### src/rtl/cdb_result_buffer_if.sv
// FU/CDB-arbiter handshake bundle for one result buffer.
// slave = buffer side, master = FU + arbiter side.
interface cdb_result_buffer_if #(
  parameter int TAG_W  = 6,
  parameter int DATA_W = 32
);
  logic              in_valid;
  logic [TAG_W-1:0]  in_tag;
  logic [DATA_W-1:0] in_data;
  logic              in_ready;
  logic              cdb_req_valid;
  logic [TAG_W-1:0]  cdb_req_tag;
  logic [DATA_W-1:0] cdb_req_data;
  logic              cdb_grant;

  modport master (
    output in_valid,
    output in_tag,
    output in_data,
    output cdb_grant,
    input  in_ready,
    input  cdb_req_valid,
    input  cdb_req_tag,
    input  cdb_req_data
  );

  modport slave (
    input  in_valid,
    input  in_tag,
    input  in_data,
    input  cdb_grant,
    output in_ready,
    output cdb_req_valid,
    output cdb_req_tag,
    output cdb_req_data
  );
endinterface

### src/rtl/cdb_result_buffer.sv
// Per-FU result queue presenting its oldest entry to the CDB arbiter.
// Entries retire only on a registered grant for last cycle's request.
module cdb_result_buffer #(
  parameter int DEPTH  = 4,
  parameter int TAG_W  = 6,
  parameter int DATA_W = 32,
  localparam int CNT_W = $clog2(DEPTH + 1),
  localparam int PTR_W = $clog2(DEPTH)
) (
  input  logic             clock,
  input  logic             reset,
  input  logic             flush,
  output logic [CNT_W-1:0] occupancy,
  cdb_result_buffer_if.slave bus
);

  logic [TAG_W-1:0]  tags  [DEPTH];
  logic [DATA_W-1:0] datas [DEPTH];

  logic [PTR_W-1:0] head;
  logic [PTR_W-1:0] tail;
  logic [CNT_W-1:0] count;
  logic             req_pending;

  logic             pop;
  logic             push;
  logic             req_valid;
  logic [PTR_W-1:0] eff_head;
  logic [CNT_W-1:0] eff_count;

  // Grants without a pending request are stale and must not pop.
  assign pop       = req_pending & bus.cdb_grant;
  assign eff_head  = head + PTR_W'(pop);
  assign eff_count = count - CNT_W'(pop);
  assign req_valid = (eff_count != '0) & ~flush;

  // Full is judged on registered count only, keeping grant off this path.
  assign bus.in_ready = (count != CNT_W'(DEPTH));
  assign push = bus.in_valid & bus.in_ready & ~flush;

  assign bus.cdb_req_valid = req_valid;
  assign bus.cdb_req_tag   = req_valid ? tags[eff_head]  : '0;
  assign bus.cdb_req_data  = req_valid ? datas[eff_head] : '0;
  assign occupancy         = count;

  always_ff @(posedge clock) begin
    if (push) begin
      tags[tail]  <= bus.in_tag;
      datas[tail] <= bus.in_data;
    end
  end

  always_ff @(posedge clock or posedge reset) begin
    if (reset) begin
      head        <= '0;
      tail        <= '0;
      count       <= '0;
      req_pending <= 1'b0;
    end else if (flush) begin
      head        <= '0;
      tail        <= '0;
      count       <= '0;
      req_pending <= 1'b0;
    end else begin
      head        <= eff_head;
      tail        <= tail + PTR_W'(push);
      count       <= count + CNT_W'(push) - CNT_W'(pop);
      req_pending <= req_valid;
    end
  end

endmodule

### src/flat_wrapper.sv
// flat-port wrapper written by rule: the top's interface ports become plain ports
module cdb_result_buffer_flat 
#(
  parameter int DEPTH  = 4,
  parameter int TAG_W  = 6,
  parameter int DATA_W = 32,
  localparam int CNT_W = $clog2(DEPTH + 1),
  localparam int PTR_W = $clog2(DEPTH)
)
  (clock, reset, flush, occupancy, bus_in_valid, bus_in_tag, bus_in_data, bus_cdb_grant, bus_in_ready, bus_cdb_req_valid, bus_cdb_req_tag, bus_cdb_req_data);
  cdb_result_buffer_if #(.TAG_W(TAG_W), .DATA_W(DATA_W)) bus_i ();
  input  logic clock;
  input  logic reset;
  input  logic flush;
  output logic [CNT_W-1:0] occupancy;
  input wire logic [$bits(bus_i.in_valid)-1:0] bus_in_valid;
  input wire logic [$bits(bus_i.in_tag)-1:0] bus_in_tag;
  input wire logic [$bits(bus_i.in_data)-1:0] bus_in_data;
  input wire logic [$bits(bus_i.cdb_grant)-1:0] bus_cdb_grant;
  output wire logic [$bits(bus_i.in_ready)-1:0] bus_in_ready;
  output wire logic [$bits(bus_i.cdb_req_valid)-1:0] bus_cdb_req_valid;
  output wire logic [$bits(bus_i.cdb_req_tag)-1:0] bus_cdb_req_tag;
  output wire logic [$bits(bus_i.cdb_req_data)-1:0] bus_cdb_req_data;
  assign bus_i.in_valid = bus_in_valid;
  assign bus_i.in_tag = bus_in_tag;
  assign bus_i.in_data = bus_in_data;
  assign bus_i.cdb_grant = bus_cdb_grant;
  assign bus_in_ready = bus_i.in_ready;
  assign bus_cdb_req_valid = bus_i.cdb_req_valid;
  assign bus_cdb_req_tag = bus_i.cdb_req_tag;
  assign bus_cdb_req_data = bus_i.cdb_req_data;
  cdb_result_buffer #(.DEPTH(DEPTH), .TAG_W(TAG_W), .DATA_W(DATA_W)) u_core (.clock(clock), .reset(reset), .flush(flush), .occupancy(occupancy), .bus(bus_i));
endmodule
### config.mk
export PLATFORM = sky130hd
export DESIGN_NAME = cdb_result_buffer_flat
export DESIGN_NICKNAME = d
export VERILOG_FILES = /design/src/rtl/cdb_result_buffer_if.sv /design/src/rtl/cdb_result_buffer.sv /design/src/flat_wrapper.sv
export SDC_FILE = /design/constraint.sdc
export NUM_CORES = 1
export LEC_CHECK = 0
export BUFFER_PORTS_ARGS = -buffer_cell sky130_fd_sc_hd__buf_2
export CORE_ASPECT_RATIO = 0.8
export CORE_MARGIN = 1
export CORE_UTILIZATION = 57
export DETAILED_ROUTE_END_ITERATION = 7
export PLACE_DENSITY = 0.76
export SLEW_MARGIN = 10
export SYNTH_ARGS = -nofsm -noshare
export SYNTH_HDL_FRONTEND = slang
export SYNTH_SLANG_ARGS = --single-unit
### constraint.sdc
create_clock -name clock -period 4.8 [get_ports clock]
set_clock_uncertainty 0.05 [all_clocks]
set_input_delay 0 -clock clock [delete_from_list [all_inputs] [get_ports clock]]
set_output_delay 0 -clock clock [all_outputs]
set_load 0.01 [all_outputs]
* Word-level counts from Yosys, hierarchy flattened
Memories as Yosys holds them, arrays and structs flattened.
Index checks and enable logic that the tools add are counted.
** Cells by class
- Add/subtract/negate cells :: 5
- Eq/ne operators :: 1
- Multiplexer cells :: 8
- Bitwise operators :: 5
- Reductions and logical operators :: 1
** Operators with widths (count)
- $mux 32 :: 1
- $mux 6 :: 1
- $sub 3x1->3 :: 2
- $add 2x1->2 :: 2
- $and 1x1->1 :: 4
- $mux 2 :: 2
- $add 3x1->3 :: 1
- $mux 1 :: 3
- $mux 3 :: 1
- $ne 3x3->1 const B :: 1
- $reduce_bool 3->1 :: 1
- $not 1->1 :: 1
** Storage, ports and cells
- Register bits after elaboration :: 8
- RAM bits :: 152
- Output and inout port bits :: 43
- Logic and storage cells :: 26
- Memories :: 2
** Memories
- u_core.datas :: words 4, bits a word 32, rd ports 1, clocked after memory_dff 0, wr ports 1, line cdb_result_buffer.sv:18 : logic [DATA_W-1:0] datas [DEPTH];
- u_core.tags :: words 4, bits a word 6, rd ports 1, clocked after memory_dff 0, wr ports 1, line cdb_result_buffer.sv:17 : logic [TAG_W-1:0] tags [DEPTH];

* Logic depth before layout (Yosys ltp)
Gate-level depths: netlist (run 1).
- Word-level depth :: 6
- Gate-level depth with buffers :: 9

* Worst setup path before layout (run 1)
Ideal clock, no wire load.
- Path kind :: reg-to-reg
- Start :: register u_core.count[1], in the netlist u_core.occupancy[1]
- End :: memory u_core.datas[1][0] (enable)
- Data arrival time :: 3714 ps
- Setup slack :: 548 ps
- Stages on the path, launching flop included :: 4
- Path buffers :: 0
- Clock period less this slack :: 4252 ps
- Path through :: dfrtp_1 or3b_1 nand3_1 nor3b_1
** On the way
- Cells in the longest elaborated chain, start to end :: 5
** Ends and longest elaborated chain
- start, declared :: line cdb_result_buffer.sv:22 : logic [CNT_W-1:0] count;
- start signal, assigned :: line cdb_result_buffer.sv:67 : count <= count + CNT_W'(push) - CNT_W'(pop);
- $ne 3x3->1 :: line cdb_result_buffer.sv:38 : assign bus.in_ready = (count != CNT_W'(DEPTH));
- net bus_in_ready :: line flat_wrapper.sv:20 : output wire logic [$bits(bus_i.in_ready)-1:0] bus_in_ready;
- $and 1x1->1 (2 in a row) :: line cdb_result_buffer.sv:39 : assign push = bus.in_valid & bus.in_ready & ~flush;
- $mux 1 :: line cdb_result_buffer.sv:47 : if (push) begin
- $mux 1 (not written as such) :: line cdb_result_buffer.sv:49 : datas[tail] <= bus.in_data;
- end, declared :: line cdb_result_buffer.sv:18
The timed path passes the listed nets, and every way through them passes these cells.

* Final worst setup path (run 1)
- Start :: register u_core.req_pending
- End :: output port bus_cdb_req_data[21]
** On the way
- Cells in the longest elaborated chain, start to end :: 5
- Elaborated cells on any way between the ends :: 7
- Those cells by class :: 2 x add/sub; 1 x mux; 2 x bitwise; 1 x reduce/logical; 1 x memory
** Ends and longest elaborated chain
- start, declared :: line cdb_result_buffer.sv:23 : logic req_pending;
- start signal, assigned :: line cdb_result_buffer.sv:68 : req_pending <= req_valid;
- $and 1x1->1 (*) :: line cdb_result_buffer.sv:32 : assign pop = req_pending & bus.cdb_grant;
- $sub 3x1->3 :: line cdb_result_buffer.sv:34 : assign eff_count = count - CNT_W'(pop);
- $reduce_bool 3->1 :: line cdb_result_buffer.sv:35 : assign req_valid = (eff_count != '0) & ~flush;
- $and 1x1->1 :: line cdb_result_buffer.sv:35
- $mux 32 (*) :: line cdb_result_buffer.sv:43 : assign bus.cdb_req_data = req_valid ? datas[eff_head] : '0;
- end, declared :: line flat_wrapper.sv:23 : output wire logic [$bits(bus_i.cdb_req_data)-1:0] bus_cdb_req_data;
Mark *: on every way between the ends. The rest lies on a longest branch, timed or not.

==> results.toml, run 1 <==
[sta]
drv_slew = 0
rsz0062_at_grt = "false"
min_period_ns = 2.84
fmax_mhz = 352
setup-tns-final_ns = 0
hold_violations = 0
setup_slack_ns = 1.96
timing.final.crit_share_pct = 59.1
setup_violations = 0
max_slew.worst_pin.slew_ns = 1.01
relSlewSlack_pct = 32.9

[synth]
synth-simple-area-share_pct = 5.32
avgSynthCellArea_um2 = 21.9
synth-seq-area-share_pct = 77.0
ys_ff_latch = 160
synth.area.top_cells = "edfxtp_1 (74%), mux4_2 (14%), nor2b_1 (4.1%)"
synth_top_family_by_area = "multiplexers"
synth_nets = 331
synth.distinct_cells = 22
synthXorXnorAreaFrac_pct = 0.566
syn_inst = 282
synth_mux_area_share_pct = 13.8
synth_compound_area_share_pct = 0.202
syn-cell-area_um2 = 6190
netlist.area_leader.share_pct = 73.8
synth_top_area_cell = "edfxtp_1"
synth_fa_ha_area_share_pct = 1.33
ys_warn_count = 0

[global_routing]
grt_pass1_vias = 3240
grt_antenna_before_repair = 0
grt_max_degree = 40
grtUsageTotal_pct = 21.4
grt_pass1_wl_um = 17000
grt.overflow.total = 0

[setup_path]
r2r_cells = 4
critPathKind = "flip-flop to primary output"
cp-start-kind = "flip-flop"
path_max_fanout = 22
crit_required_ns = 4.75
r2r_start = "u_core.occupancy[1]"
r2r_end = "u_core.datas[3][4]"
end_kind = "primary output"
critPathArrivalTime_ns = 2.79
crit_end = "bus_cdb_req_data[21]"
rrSetupSlack_ns = 2.50
crit_start = "u_core.req_pending"

[floorplanning]
start_util_pct = 59.5
io_pins = 86
die-width_um = 118
die_h_um = 95.2
core_um2 = 10400
die-area_um2 = 11300
num_rows = 33

[placed_design]
routabilityCongestion = 0.751
pre_cts_ws_ns = 2.34
hpwl_um = 6220
port_buffers = 85

[drt]
avgRoutedWirePerCell_um = 19.4
drcViolationCount = 0
firstDrtPassIters = 4
first_iter_violations = 206
viasPerCell = 5.40
via_count = 3097
ant_nets = 0
drt_wl_total_um = 11100

[cells_and_area]
finalNetCount = 469
layout_commonest_cell = "edfxtp_1"
final_cell_mix = "edfxtp_1 (152), buf_2 (85), nor2b_1 (41), dlygate4sd3_1 (40), mux4_2 (38)"
fillCellCount = 612
drive_gt1_share_pct = 38.6
syn_to_final_growth_pct = 25.6
antenna_cells = 0

[cts]
ctsLongestPathBuffers = 2
clkLatencyLatePin_ns = 0.41
root_buffer = "clkbuf_16"
cts_tree = "yes"
cts_num_sinks = 160
clk_pin_slew_ns = 0.06
htreeDepth = 4
cts_buffers = 17

[min_path]
holdCritPathClass = "input port to async pin"

[flow_run]
cap_viol_max_count = 0

[power]
power_leakage_nw = 2.81
p_per_area_nw_per_um2 = 489
vdd_drop_max_uv = 396
finalPower_mw = 3.80

[run_status]
status = "complete, no violations"
## kinds of logic after synthesis
group	count (synthesis)
AOI/OAI and AO/OA	1
xor gates and xnor gates	4
adders and majority gates	6
buffers and inverters	19
DFF	160
muxes	38
and+or+nand+nor	54
## final cells by class
cell class,count,area (um2),share of cell area [%]
timing repair buffer,131,871,11.2
tap,140,175,2.25
inverter,7,26.3,0.338
sequential,160,4760,61.3
multi-input combinational,103,1360,17.5
clock inverter,14,148,1.90
clock buffer,18,429,5.52
## through the flow
stage                     area, um2  hold WS (ns)  instances  utilization, %
after floorplan                6190        -0.234        282               -
after global placement         6800       -0.0955        501            65.3
after detailed placement       6800       -0.0810        501            65.3
after CTS                      7770        0.0276        573            74.7
after global routing           7770        0.0711        573            74.7
final                          7770        0.0405        573            74.7
## layer usage
metal / vias up / routed length, um / global-route usage, %
met5: - / 0 / 0
met4: 0 / 121 / 7.17
met3: 10 / 653 / 6.04
met2: 109 / 5680 / 36.4
met1: 1574 / 4680 / 27.2
li1: 1404 / - / -
## synthesized netlist by cell type
| master | number |
|---|---|
| and2_1 | 2 |
| and3_1 | 1 |
| buf_2 | 5 |
| buf_4 | 2 |
| buf_6 | 3 |
| clkbuf_1 | 2 |
| dfrtp_1 | 8 |
| edfxtp_1 | 152 |
| fa_1 | 1 |
| ha_1 | 5 |
| inv_1 | 4 |
| inv_2 | 3 |
| mux4_2 | 38 |
| nand3_1 | 1 |
| nor2_1 | 4 |
| nor2b_1 | 41 |
| nor3_1 | 2 |
| nor3b_1 | 2 |
| o31ai_2 | 1 |
| or3b_1 | 1 |
| xnor2_1 | 2 |
| xor2_1 | 2 |
## flip-flops by register name, summed over array words and instances (netlist names)
name,cells
u_core.datas,128
u_core.tags,24
u_core.occupancy,3
u_core.head,2
u_core.tail,2
u_core.req_pending,1
## worst max-delay path, stage by stage (launching register included)
cell,delay (ns)
dfrtp_1,0.37
and2_1,0.21
ha_1,0.30
inv_2,0.05
o31ai_4,0.75
buf_4,0.43
nor2b_1,0.09
buf_2,0.16
## worst min path at each step
| stage | slack (ns) | cells past startpoint | end | startpoint |
|---|---|---|---|---|
| final | 0.04 | 3 | u_core.occupancy[2] | reset |
| after global routing | 0.07 | 3 | u_core.tail[0] | reset |
| after CTS | 0.03 | 3 | u_core.head[1] | reset |
| after detailed placement | -0.08 | 2 | u_core.head[1] | reset |
| after global placement | -0.1 | 2 | u_core.req_pending | reset |
| after floorplan | -0.23 | 1 | u_core.head[0] | reset |
## power by group
part / total [mW] / internal (mW) / switching, mW
combinational: 0.866 / 0.430 / 0.436
sequential: 1.64 / 1.61 / 0.0308
clock: 1.30 / 0.806 / 0.492
total: 3.80 / 2.84 / 0.959
## what timing repair did
action,in CTS,in global routing
buffers inserted,0,0
resized for setup,0,0
hold buffers,40,0
endpoints found under the hold margin,167,0
No activity file was read; power rests on OpenSTA's default activity.
==> run 2, diff against run 1 <==
--- a/config.mk
+++ b/config.mk
@@ -8,9 +8,9 @@
 export BUFFER_PORTS_ARGS = -buffer_cell sky130_fd_sc_hd__buf_2
 export CORE_ASPECT_RATIO = 0.8
 export CORE_MARGIN = 1
-export CORE_UTILIZATION = 57
+export CORE_UTILIZATION = 51
 export DETAILED_ROUTE_END_ITERATION = 7
-export PLACE_DENSITY = 0.76
+export PLACE_DENSITY = 0.72
 export SLEW_MARGIN = 10
 export SYNTH_ARGS = -nofsm -noshare
 export SYNTH_HDL_FRONTEND = slang
==> constraint.sdc (replaced) <==
create_clock -name clock -period 2.37 [get_ports clock]
set_clock_uncertainty 0.05 [all_clocks]
set_input_delay 0 -clock clock [delete_from_list [all_inputs] [get_ports clock]]
set_output_delay 0 -clock clock [all_outputs]
set_load 0.01 [all_outputs]
==> results.toml, run 2 (synthesis results as in run 1) <==
[floorplanning]
die-width_um = 125
io_pins = 86
die-area_um2 = 12600
num_rows = 35
core_um2 = 11600
start_util_pct = 53.1
die_h_um = 101

[cells_and_area]
antenna_cells = 0
largest_register_ffs = 128
regMostFlops = "u_core.datas"
layout_commonest_cell = "edfxtp_1"
finalNetCount = 484
drive_gt1_share_pct = 43.3
syn_to_final_growth_pct = 31.0
final_cell_mix = "edfxtp_1 (152), buf_2 (81), dlygate4sd3_1 (40), mux4_2 (38), nor2b_1 (36)"

[drt]
drt_wl_total_um = 11700
viasPerCell = 5.35
ant_nets = 0
drcViolationCount = 0
firstDrtPassIters = 6
via_count = 3187
avgRoutedWirePerCell_um = 19.7
first_iter_violations = 231

[sta]
relSlewSlack_pct = 76.4
fmax_mhz = 424
timing.final.crit_share_pct = 99.6
hold_violations = 0
hold_slack_ns = 0.0486
drv_slew = 0
max_slew.worst_pin.slew_ns = 0.353
min_period_ns = 2.36
rsz0062_at_grt = "true"
setup_violations = 0

[cts]
cts_buffers = 17
cts_tree = "yes"
clk_pin_slew_ns = 0.07
cts_num_sinks = 160
root_buffer = "clkbuf_16"
ctsLongestPathBuffers = 2
clkLatencyLatePin_ns = 0.42
htreeDepth = 4

[min_path]
holdCritPathClass = "input port to async pin"

[global_routing]
grt.overflow.total = 0
grt_pass1_wl_um = 18500
grt_pass1_vias = 3421
grt_antenna_before_repair = 0
grt_max_degree = 29
grtUsageTotal_pct = 20.5

[power]
comb_power_share_pct = 26.3
power_leakage_nw = 2.96
p_switching_mw = 2.22
power_frac_seq_pct = 40.3
finalPower_mw = 8.23
swShare_pct = 27.0
intPower_mw = 6.01
p_per_area_nw_per_um2 = 1020
vdd_drop_max_uv = 679
pwr-share-clk_pct = 33.4

[setup_path]
critPathKind = "flip-flop to primary output"
end_kind = "primary output"
crit_required_ns = 2.32
critPathArrivalTime_ns = 2.31
cp-start-kind = "flip-flop"
r2r_cells = 10
path_max_fanout = 6

[flow_run]
cap_viol_max_count = 0

[run_status]
status = "complete, no violations"

[placed_design]
port_buffers = 85
routabilityCongestion = 0.706
hpwl_um = 6890
## run 2: final cells by class
type / instances / area, um2
Clock buffer: 17 / 425
Clock inverter: 15 / 169
Fill cell: 739 / 3540
Inverter: 7 / 26.3
Multi-Input combinational cell: 103 / 1430
Sequential cell: 160 / 4770
Tap cell: 148 / 185
Timing Repair Buffer: 146 / 1110
## run 2: through the flow
step	instance area (um2)	worst slack (ns)	instances	util, %	setup TNS (ns)
finish	8110	0.00996	596	69.6	0
global route	8110	-0.0611	596	69.6	-1.12
CTS	8070	-0.0149	596	69.3	-0.104
detailed placement	6940	0.232	518	59.6	0
global placement	6940	0.272	518	59.6	0
floorplan	6240	0.00694	282	-	0
## run 2: metal layers
metal	GRT usage, %	share of wire [%]	wire (um)	vias to the layer above
li1	-	-	-	1442
met1	26.9	43	5090	1635
met2	33.6	49	5770	90
met3	5.20	5.9	693	20
met4	8.35	1.5	170	0
met5	0	0	0	-
## run 2: power groups by stage
stage | logic [mW] | clock network (mW) | registers (mW)
after floorplan | 1.21 | 0 | 3.37
after global placement | 1.83 | 0 | 3.37
after detailed placement | 1.85 | 0 | 3.38
after CTS | 2.14 | 2.80 | 3.32
after global routing | 2.34 | 2.90 | 3.33
final | 2.16 | 2.75 | 3.32
## run 2: worst paths after layout
| path | slack [ns] | to | start |
|---|---|---|---|
| hold / removal | 0.05 | u_core.head[1] | reset |
| hold reg to reg | 0.58 | u_core.occupancy[2] | u_core.occupancy[2] |
| min in group clock | 0.12 | u_core.tail[0] | bus_in_valid |
| setup reg to reg | 0.21 | u_core.occupancy[2] | u_core.req_pending |
| setup / recovery | 0.01 | bus_cdb_req_tag[5] | u_core.req_pending |
| max in group asynchronous | 1.95 | u_core.occupancy[1] | reset |
## run 2: what timing repair did
item                                    CTS  global route
setup buffers                             4             0
resized for setup                         8             8
hold buffers                             40             0
cloned                                    2             0
endpoints found under the hold margin   167             0
pin swaps                                 2             1
endpoints found under the setup margin   30            27
## run 2: critical path, cell delays in order, from the launching register on
cell       delay, ns
dfrtp_1         0.36
and2_4          0.14
ha_4            0.33
bufbuf_16       0.30
mux4_2          0.49
nor2b_1         0.14
buf_2           0.14
==> run 3, diff against run 2 <==
--- a/config.mk
+++ b/config.mk
@@ -7,7 +7,7 @@
 export LEC_CHECK = 0
 export BUFFER_PORTS_ARGS = -buffer_cell sky130_fd_sc_hd__buf_2
 export CORE_ASPECT_RATIO = 0.8
-export CORE_MARGIN = 1
+export CORE_MARGIN = 2
 export CORE_UTILIZATION = 51
 export DETAILED_ROUTE_END_ITERATION = 7
 export PLACE_DENSITY = 0.72
==> results.toml, run 3 (synthesis results as in run 1) <==
[run_status]
status = "complete, no violations"

[cts]
cts_tree = "yes"
clkLatencyLatePin_ns = 0.41
htreeDepth = 4
cts_num_sinks = 160
cts_buffers = 17
ctsLongestPathBuffers = 2
clk_pin_slew_ns = 0.07
root_buffer = "clkbuf_16"

[drt]
first_iter_violations = 273
drcViolationCount = 0
avgRoutedWirePerCell_um = 19.6
viasPerCell = 5.30
ant_nets = 0
drt_wl_total_um = 11800
firstDrtPassIters = 4
via_count = 3196

[floorplanning]
start_util_pct = 52.9
core_um2 = 11700
io_pins = 86
die-area_um2 = 13000
die-width_um = 127
die_h_um = 103
num_rows = 35

[setup_path]
r2r_cells = 10
path_max_fanout = 5
rrSetupSlack_ns = 0.19
cp-start-kind = "flip-flop"
critPathArrivalTime_ns = 2.32
critPathKind = "flip-flop to primary output"
crit_required_ns = 2.32
end_kind = "primary output"

[sta]
setup-tns-final_ns = 0
timing.final.crit_share_pct = 99.9
hold_violations = 0
setup_violations = 0
min_period_ns = 2.37
max_slew.worst_pin.slew_ns = 0.919
drv_slew = 0
rsz0062_at_grt = "true"
relSlewSlack_pct = 38.4
fmax_mhz = 422

[cells_and_area]
regMostFlops = "u_core.datas"
finalNetCount = 491
final_cell_mix = "edfxtp_1 (152), buf_2 (78), dlygate4sd3_1 (41), mux4_2 (38), nor2b_1 (34)"
syn_to_final_growth_pct = 32.3
final_area_um2 = 8180
layout_commonest_cell = "edfxtp_1"
drive_gt1_share_pct = 44.2
largest_register_ffs = 128
fillCellCount = 747
antenna_cells = 0

[global_routing]
grt_max_degree = 22
grt_antenna_before_repair = 0
grt_pass1_wl_um = 18000
grtUsageTotal_pct = 19.2
grt_pass1_vias = 3371
grt.overflow.total = 0

[placed_design]
hpwl_um = 6830
port_buffers = 85
routabilityCongestion = 0.736
dpl_cell_area_um2 = 6980

[power]
pwr-share-clk_pct = 32.1
p_switching_mw = 2.23
p_per_area_nw_per_um2 = 1000
power_leakage_nw = 2.99
vdd_drop_max_uv = 754
finalPower_mw = 8.19
swShare_pct = 27.3
power_frac_seq_pct = 40.2
comb_power_share_pct = 27.6
intPower_mw = 5.95

[min_path]
holdCritPathClass = "input port to async pin"

[flow_run]
cap_viol_max_count = 0
==> run 3: changes by cell type in the layout (fill, tap and decap cells not counted), moves of 2 or more <==
cell      change
inv_8         +2
nor2b_1       -2
buf_2         -3
buf_6         +4
inv_6         -3
nor2b_4       +3
buf_4         +3
clkinv_4      +2
==> run 3: what timing repair did <==
action / 4_1_cts / 5_1_grt
hold buffers: 41 / 0
setup endpoints to repair: 57 / 38
setup buffers: 4 / 0
pin swaps: 2 / 0
endpoints found under the hold margin: 176 / 0
gates cloned: 3 / 0
resized for setup: 7 / 20
==> run 3: layer usage <==
metal / GRT usage (%) / up-vias / part of all wire, %
li1: - / 1457 / -
met1: 24.4 / 1632 / 43
met2: 31.9 / 93 / 51
met3: 6.18 / 14 / 5.3
met4: 6.51 / 0 / 1.2
met5: 0 / - / 0
==> run 3: per-stage QoR <==
stage / hold slack (ns) / setup WS (ns) / util (%) / cells
floorplan: -0.234 / 0.00694 / - / 282
global placement: -0.0954 / 0.0751 / 59.7 / 524
detailed placement: -0.0791 / 0.0268 / 59.7 / 524
CTS: 0.0294 / -0.0209 / 69.4 / 604
global route: 0.0657 / -0.0759 / 70.0 / 603
finish: 0.0361 / 0.00134 / 70.0 / 603
==> run 3: final cells by class <==
type	count	area (um2)	area share (%)
inverter	7	26.3	0.321
sequential	160	4770	58.2
timing repair buffer	152	1170	14.3
clock inverter	14	148	1.80
tap	148	185	2.26
multi-input combinational	104	1460	17.8
clock buffer	18	429	5.24
==> run 3: final timing paths <==
kind                                     start             endpoint
setup reg to reg            u_core.req_pending  u_core.occupancy[2]
hold reg to reg            u_core.occupancy[2]  u_core.occupancy[2]
min in group clock               bus_cdb_grant  u_core.occupancy[1]
max in group asynchronous                reset  u_core.occupancy[1]
hold / removal                           reset   u_core.req_pending
setup / recovery            u_core.req_pending  bus_cdb_req_data[1]
==> run 3: power groups by stage <==
| stage | clock network [mW] | registers, mW | logic, mW |
|---|---|---|---|
| 5_1_grt | 2.81 | 3.30 | 2.44 |
| 3_5_place_dp | 0 | 3.35 | 1.90 |
| 6_report | 2.63 | 3.29 | 2.26 |
| 3_3_place_gp | 0 | 3.34 | 1.87 |
| 4_1_cts | 2.68 | 3.29 | 2.20 |
| 2_1_floorplan | 0 | 3.37 | 1.21 |
==> run 3: critical path: stages, from the launching register on <==
cell	delay (ns)
dfrtp_1	0.37
and2_4	0.17
ha_4	0.31
buf_12	0.13
buf_12	0.12
mux4_2	0.51
nor2b_1	0.14
buf_2	0.14
